File: src/rtl/serdesphy_tx_sched_if.sv
// Handshake and control bundle between the TX scheduler and the TX data mux.
// The scheduler drives enable/idle/select; the mux side reports valid/ready toward the encoder.
interface serdesphy_tx_sched_if;
    logic mux_enable;
    logic mux_tx_idle;
    logic mux_tx_data_sel;
    logic mux_valid;
    logic mux_ready;

    modport master (
        output mux_enable,
        output mux_tx_idle,
        output mux_tx_data_sel,
        input  mux_valid,
        input  mux_ready
    );

    modport slave (
        input  mux_enable,
        input  mux_tx_idle,
        input  mux_tx_data_sel,
        output mux_valid,
        output mux_ready
    );
endinterface

File: src/rtl/serdesphy_tx_sched.sv
// TX path sequencer: idle preamble, byte-aligned source switching with guard bytes, flushing shutdown.
// Optional FIFO underrun idle fill and counter: define SERDESPHY_TX_SCHED_UNDERRUN_FILL_EN.
module serdesphy_tx_sched #(
    parameter int unsigned PREAMBLE_BYTES = 4,
    parameter int unsigned GUARD_BYTES    = 2
) (
    input  logic                        clk,
    input  logic                        rst,
    input  logic                        tx_en,
    input  logic                        tx_idle_req,
    input  logic                        tx_data_sel_req,
    input  logic                        fifo_empty,
    serdesphy_tx_sched_if.master        mux,
    output logic                        tx_active,
    output logic [2:0]                  sched_state,
    output logic                        switch_done,
    output logic [7:0]                  underrun_cnt
);

    localparam int unsigned MAX_BYTES = (PREAMBLE_BYTES > GUARD_BYTES) ? PREAMBLE_BYTES : GUARD_BYTES;
    localparam int unsigned CNT_W     = (MAX_BYTES > 0) ? $clog2(MAX_BYTES + 1) : 1;
    localparam int unsigned FLUSH_W   = 4;
    localparam logic [CNT_W-1:0]   PRE_LAST   = CNT_W'((PREAMBLE_BYTES > 0) ? PREAMBLE_BYTES - 1 : 0);
    localparam logic [CNT_W-1:0]   GUARD_LAST = CNT_W'((GUARD_BYTES > 0) ? GUARD_BYTES - 1 : 0);
    localparam logic [FLUSH_W-1:0] FLUSH_LAST = FLUSH_W'(15);

    typedef enum logic [2:0] {
        ST_OFF    = 3'd0,
        ST_WARMUP = 3'd1,
        ST_RUN    = 3'd2,
        ST_GUARD  = 3'd3,
        ST_FLUSH  = 3'd4
    } state_e;

    state_e             state_q, state_d;
    logic [CNT_W-1:0]   cnt_q, cnt_d;
    logic [FLUSH_W-1:0] flush_q, flush_d;
    logic               src_q, src_d;
    logic               fill_q, fill_d;
    logic [7:0]         und_d;
    logic               sw_d;
    logic               en_d, idle_d, act_d;
    logic               beat;

    assign beat = mux.mux_valid && mux.mux_ready;

`ifndef SERDESPHY_TX_SCHED_UNDERRUN_FILL_EN
    logic unused_fifo_empty;
    assign unused_fifo_empty = fifo_empty;
`endif

    // Next-state, latch and output-next computation
    always_comb begin
        state_d = state_q;
        cnt_d   = cnt_q;
        flush_d = flush_q;
        src_d   = src_q;
        fill_d  = fill_q;
        und_d   = underrun_cnt;
        sw_d    = 1'b0;

        case (state_q)
            ST_OFF: begin
                if (tx_en) begin
                    src_d   = tx_data_sel_req;
                    cnt_d   = '0;
                    state_d = (PREAMBLE_BYTES == 0) ? ST_RUN : ST_WARMUP;
                end
            end
            ST_WARMUP: begin
                if (beat) begin
                    if (cnt_q == PRE_LAST) begin
                        state_d = ST_RUN;
                        cnt_d   = '0;
                    end else begin
                        cnt_d = cnt_q + CNT_W'(1);
                    end
                end
            end
            ST_RUN: begin
`ifdef SERDESPHY_TX_SCHED_UNDERRUN_FILL_EN
                if (beat && !src_q) begin
                    fill_d = fifo_empty;
                    if (fifo_empty && underrun_cnt != 8'hFF) begin
                        und_d = underrun_cnt + 8'd1;
                    end
                end
`endif
                if (beat && (tx_data_sel_req != src_q)) begin
                    if (GUARD_BYTES == 0) begin
                        src_d = tx_data_sel_req;
                        sw_d  = 1'b1;
                    end else begin
                        state_d = ST_GUARD;
                        cnt_d   = '0;
                    end
                end
            end
            ST_GUARD: begin
                // Request is resampled at exit, so a toggle-back leaves the latch untouched
                if (beat) begin
                    if (cnt_q == GUARD_LAST) begin
                        state_d = ST_RUN;
                        cnt_d   = '0;
                        src_d   = tx_data_sel_req;
                        sw_d    = 1'b1;
                    end else begin
                        cnt_d = cnt_q + CNT_W'(1);
                    end
                end
            end
            ST_FLUSH: begin
                if (beat || flush_q == FLUSH_LAST) begin
                    state_d = ST_OFF;
                    cnt_d   = '0;
                end else begin
                    flush_d = flush_q + FLUSH_W'(1);
                end
            end
            default: begin
                state_d = ST_OFF;
                cnt_d   = '0;
            end
        endcase

        // Dropping enable wins over any other transition
        if (state_q != ST_OFF && state_q != ST_FLUSH && !tx_en) begin
            state_d = ST_FLUSH;
            cnt_d   = '0;
            flush_d = '0;
            src_d   = src_q;
            sw_d    = 1'b0;
        end

        if (state_d != ST_RUN) begin
            fill_d = 1'b0;
        end

        en_d   = (state_d != ST_OFF);
        act_d  = (state_d == ST_RUN);
        idle_d = (state_d != ST_RUN) || tx_idle_req || (fill_d && !src_d);
    end

    always_ff @(posedge clk) begin
        if (rst) begin
            state_q             <= ST_OFF;
            cnt_q               <= '0;
            flush_q             <= '0;
            src_q               <= 1'b0;
            fill_q              <= 1'b0;
            underrun_cnt        <= 8'd0;
            switch_done         <= 1'b0;
            tx_active           <= 1'b0;
            sched_state         <= 3'd0;
            mux.mux_enable      <= 1'b0;
            mux.mux_tx_idle     <= 1'b1;
            mux.mux_tx_data_sel <= 1'b0;
        end else begin
            state_q             <= state_d;
            cnt_q               <= cnt_d;
            flush_q             <= flush_d;
            src_q               <= src_d;
            fill_q              <= fill_d;
            underrun_cnt        <= und_d;
            switch_done         <= sw_d;
            tx_active           <= act_d;
            sched_state         <= 3'(state_d);
            mux.mux_enable      <= en_d;
            mux.mux_tx_idle     <= idle_d;
            mux.mux_tx_data_sel <= src_d;
        end
    end

endmodule
File: src/flat_wrapper.sv
// flat-port wrapper written by rule: the top's interface ports become plain ports
module serdesphy_tx_sched_flat 
#(
    parameter int unsigned PREAMBLE_BYTES = 4,
    parameter int unsigned GUARD_BYTES    = 2
)
  (clk, rst, tx_en, tx_idle_req, tx_data_sel_req, fifo_empty, tx_active, sched_state, switch_done, underrun_cnt, mux_mux_enable, mux_mux_tx_idle, mux_mux_tx_data_sel, mux_mux_valid, mux_mux_ready);
  serdesphy_tx_sched_if mux_i ();
  input  logic clk;
  input  logic rst;
  input  logic tx_en;
  input  logic tx_idle_req;
  input  logic tx_data_sel_req;
  input  logic fifo_empty;
  output logic tx_active;
  output logic [2:0] sched_state;
  output logic switch_done;
  output logic [7:0] underrun_cnt;
  output wire logic [$bits(mux_i.mux_enable)-1:0] mux_mux_enable;
  output wire logic [$bits(mux_i.mux_tx_idle)-1:0] mux_mux_tx_idle;
  output wire logic [$bits(mux_i.mux_tx_data_sel)-1:0] mux_mux_tx_data_sel;
  input wire logic [$bits(mux_i.mux_valid)-1:0] mux_mux_valid;
  input wire logic [$bits(mux_i.mux_ready)-1:0] mux_mux_ready;
  assign mux_mux_enable = mux_i.mux_enable;
  assign mux_mux_tx_idle = mux_i.mux_tx_idle;
  assign mux_mux_tx_data_sel = mux_i.mux_tx_data_sel;
  assign mux_i.mux_valid = mux_mux_valid;
  assign mux_i.mux_ready = mux_mux_ready;
  serdesphy_tx_sched #(.PREAMBLE_BYTES(PREAMBLE_BYTES), .GUARD_BYTES(GUARD_BYTES)) u_core (.clk(clk), .rst(rst), .tx_en(tx_en), .tx_idle_req(tx_idle_req), .tx_data_sel_req(tx_data_sel_req), .fifo_empty(fifo_empty), .mux(mux_i), .tx_active(tx_active), .sched_state(sched_state), .switch_done(switch_done), .underrun_cnt(underrun_cnt));
endmodule
File: config.mk
export PLATFORM = sky130hd
export DESIGN_NAME = serdesphy_tx_sched_flat
export DESIGN_NICKNAME = d
export VERILOG_FILES = /design/src/rtl/serdesphy_tx_sched_if.sv /design/src/rtl/serdesphy_tx_sched.sv /design/src/flat_wrapper.sv
export SDC_FILE = /design/constraint.sdc
export NUM_CORES = 1
export LEC_CHECK = 0
export ABC_AREA = 1
export CORE_ASPECT_RATIO = 1.2
export CORE_MARGIN = 8
export CORE_UTILIZATION = 50
export CTS_CLUSTER_DIAMETER = 30
export DETAILED_ROUTE_END_ITERATION = 7
export GPL_TIMING_DRIVEN = 0
export PLACE_DENSITY = 0.82
export SLEW_MARGIN = 5
export SYNTH_ARGS = -nofsm -noshare
export SYNTH_HDL_FRONTEND = slang
export SYNTH_SLANG_ARGS = --single-unit
File: constraint.sdc
create_clock -name clk -period 2.8 [get_ports clk]
set_clock_uncertainty 0.2 [all_clocks]
set_input_delay 0.28 -clock clk [delete_from_list [all_inputs] [get_ports clk]]
set_output_delay 0.28 -clock clk [all_outputs]
set_load 0.01 [all_outputs]
==> reports/metrics.yaml <==
run_status:
  status: "finished clean"
pwr:
  leakagePower_nw: 0.562
  power_density_nw_per_um2: 467
  ir_worst_vdd_v: 0.000250
  power_uw: 540
finish:
  antenna_cells: 0
  layout_common_cells: "nand2_1, nor2_1, inv_1, dfxtp_1, nand3_1"
  multi_input_area_um2: 500
  final-seq-area_um2: 320
  nNetsFinal: 180
  layout-drive-gt1-share_pct: 10.8
  instances_no_fill: 185
  layout_commonest_cell: "nand2_1"
  fillers: 164
  synthToLayoutAreaGrowth_pct: 24.4
global_routing:
  antenna_found_initial: 0
  grt_max_degree: 10
  grt_util_met3_pct: 3.21
  grt_overflow: 0
  globalRouteMet1Util_pct: 12.9
  grt_usage_pct: 12.1
  grt_use_met2_pct: 20.8
  grt_pass1_vias: 849
  top_usage_layer: "met2"
  grt_pass1_wl_mm: 3.64
place:
  io_buffers: 14
  hpwl_mm: 1.56
  numPlacedInstances: 181
  gp_congestion: 0.894
clock_tree:
  cts_buffers: 3
  cts_hold_buf: 0
  cts_max_path_buffers: 2
  htreeDepth: 1
  cts.sinks: 16
  clockRootBuffer: "clkbuf_4"
  cts_tree: "built"
  path_clk_slew_ps: 100
  post_cts_resized: 0
  clk-insertion-delay-late_ps: 300
  postCtsSetupBuffers: 0
synthesis:
  synth_area_um2: 930
  syn_inst: 141
  synth-simple-area-share_pct: 36.2
  avgSynthCellArea_um2: 6.59
  ys_seq_elements: 16
  yosys_warnings: 0
  synth_top_family_by_area: "simple AND/OR/NAND/NOR gates"
  synth_mux_area_share_pct: 0
  synthXorXnorAreaFrac_pct: 0
  ys_seq_area_share_pct: 34.5
  synthAdderAreaFrac_pct: 6.73
  synth.distinct_cells: 20
  synth_compound_area_share_pct: 7.67
worst_setup_path:
  crit_family: "buffers and inverters"
  critical_path_buf_inv_count: 1
  r2r_end: "u_core.mux.mux_tx_idle"
  worstSetupPathDepth: 1
  cpMaxStageDelayCell: "clkdlybuf4s50_1"
  crit_fanout: 7
  reg2reg_depth: 9
  end_kind: "primary output"
  path_cells: "clkdlybuf4s50_1"
  critPathMaxStageDelay_ps: 590
  crit_arrival_ps: 1370
  crit_type: "register to primary output"
  cp-start-kind: "register"
  r2r_setup_slack_ps: 1080
  cp.required_ps: 2320
  rr_startpoint: "u_core.cnt_q[0]"
hold_path:
  min_from: "u_core.fill_q"
  worstHoldPathType: "register to register"
  whs_endpoint: "u_core.fill_q"
  holdPathStages: 2
floorplanning:
  die_w_um: 55.4
  ioPinCount: 24
  initial_utilization_pct: 52.0
  die_area_um2: 3500
  die-height_um: 63.2
  core_region_area_um2: 1790
  row_count: 17
sta:
  rsz0062_at_grt: "false"
  whs_ps: 244
  setup_viol: 0
  period_needed_ps: 1850
  maxSlewViolCount: 0
  final_hold_viol_count: 0
  min_period_over_period_pct: 66.2
  setup_tns_ps: 0
  clock.fmax_mhz: 540
routing:
  antenna_left: 0
  wl_per_cell_um: 10.9
  vias_per_cell: 4.88
  drt_first_pass_iters: 4
  drc: 0
  routed_wl_mm: 2.02
  dr.first_iter.drc_count: 31
  via_count: 902
flow_run:
  cap_violations: 0
[power by group]
part	switching, mW	internal [mW]	total (mW)
combinational	0.0748	0.0548	0.130
sequential	0.0124	0.240	0.253
clock	0.0783	0.0794	0.158
[metal layers]
| layer | routed length (um) | up-vias |
|---|---|---|
| li1 | - | 477 |
| met3 | 91 | 7 |
| met2 | 1010 | 26 |
| met4 | 48 | 0 |
| met1 | 864 | 392 |
| met5 | 0 | - |
[worst max path at each step]
stage | to | slack (ps) | startpoint
after global placement | u_core.mux.mux_tx_idle | 920 | mux_mux_valid
after CTS | sched_state[2] | 950 | u_core.sched_state[2]
after detailed placement | u_core.mux.mux_tx_idle | 910 | mux_mux_valid
final | sched_state[2] | 950 | u_core.sched_state[2]
after global routing | u_core.mux.mux_tx_idle | 850 | u_core.cnt_q[0]
after floorplan | u_core.mux.mux_tx_idle | 1260 | u_core.cnt_q[0]
[layout make-up]
type | instances | share of cell area, %
Multi-Input combinational cell | 104 | 43.3
Sequential cell | 16 | 27.7
Timing Repair Buffer | 14 | 12.1
Tap cell | 19 | 2.06
Clock buffer | 4 | 3.14
Buffer | 8 | 5.19
Inverter | 20 | 6.49
[cell families after synthesis]
group	count (synthesis)
flip-flops	16
AO/OA/AOI/OAI	13
adder cells (fa/ha/maj)	5
AND/OR/NAND/NOR	78
buffers and inverters	28
other	1
[tightest hold or removal path: cells and delay by family, from the launching register on]
family / cells / cell delay [ps]
flip-flops: 1 / 320
AND/OR/NAND/NOR: 1 / 40
buffers and inverters: 1 / 50
[synth_stat cells]
cell | count | area share [%]
nor2_2 | 2 | 1.3
nor2_1 | 26 | 10
o21ai_0 | 5 | 2.7
nand3_1 | 15 | 8.1
buf_4 | 8 | 6.5
dfxtp_1 | 16 | 34
inv_2 | 1 | 0.40
and3_2 | 1 | 0.81
conb_1 | 1 | 0.40
inv_1 | 19 | 7.7
a31oi_1 | 1 | 0.67
ha_1 | 5 | 6.7
a21o_1 | 1 | 0.81
nand2_2 | 1 | 0.67
nand2_1 | 28 | 11
o31ai_1 | 1 | 0.81
nor3_1 | 3 | 1.6
a21oi_1 | 5 | 2.7
nor2_4 | 1 | 1.2
or2_0 | 1 | 0.67
[sequential cells by signal, indices dropped and copies added (netlist names)]
register / count
u_core.cnt_q: 3
u_core.fill_q: 1
u_core.flush_q: 4
u_core.mux.mux_enable: 1
u_core.mux.mux_tx_idle: 1
u_core.sched_state: 3
u_core.src_q: 1
u_core.switch_done: 1
u_core.tx_active: 1
[stage by stage]
stage	worst slack (ps)	cell area [um2]	utilization (%)
3_5_place_dp	910	1120	62.7
5_1_grt	849	1160	64.7
3_3_place_gp	921	1120	62.7
6_report	947	1160	64.7
2_1_floorplan	1260	956	-
4_1_cts	949	1160	64.7
Note: power is estimated with default switching activity, not from simulation.
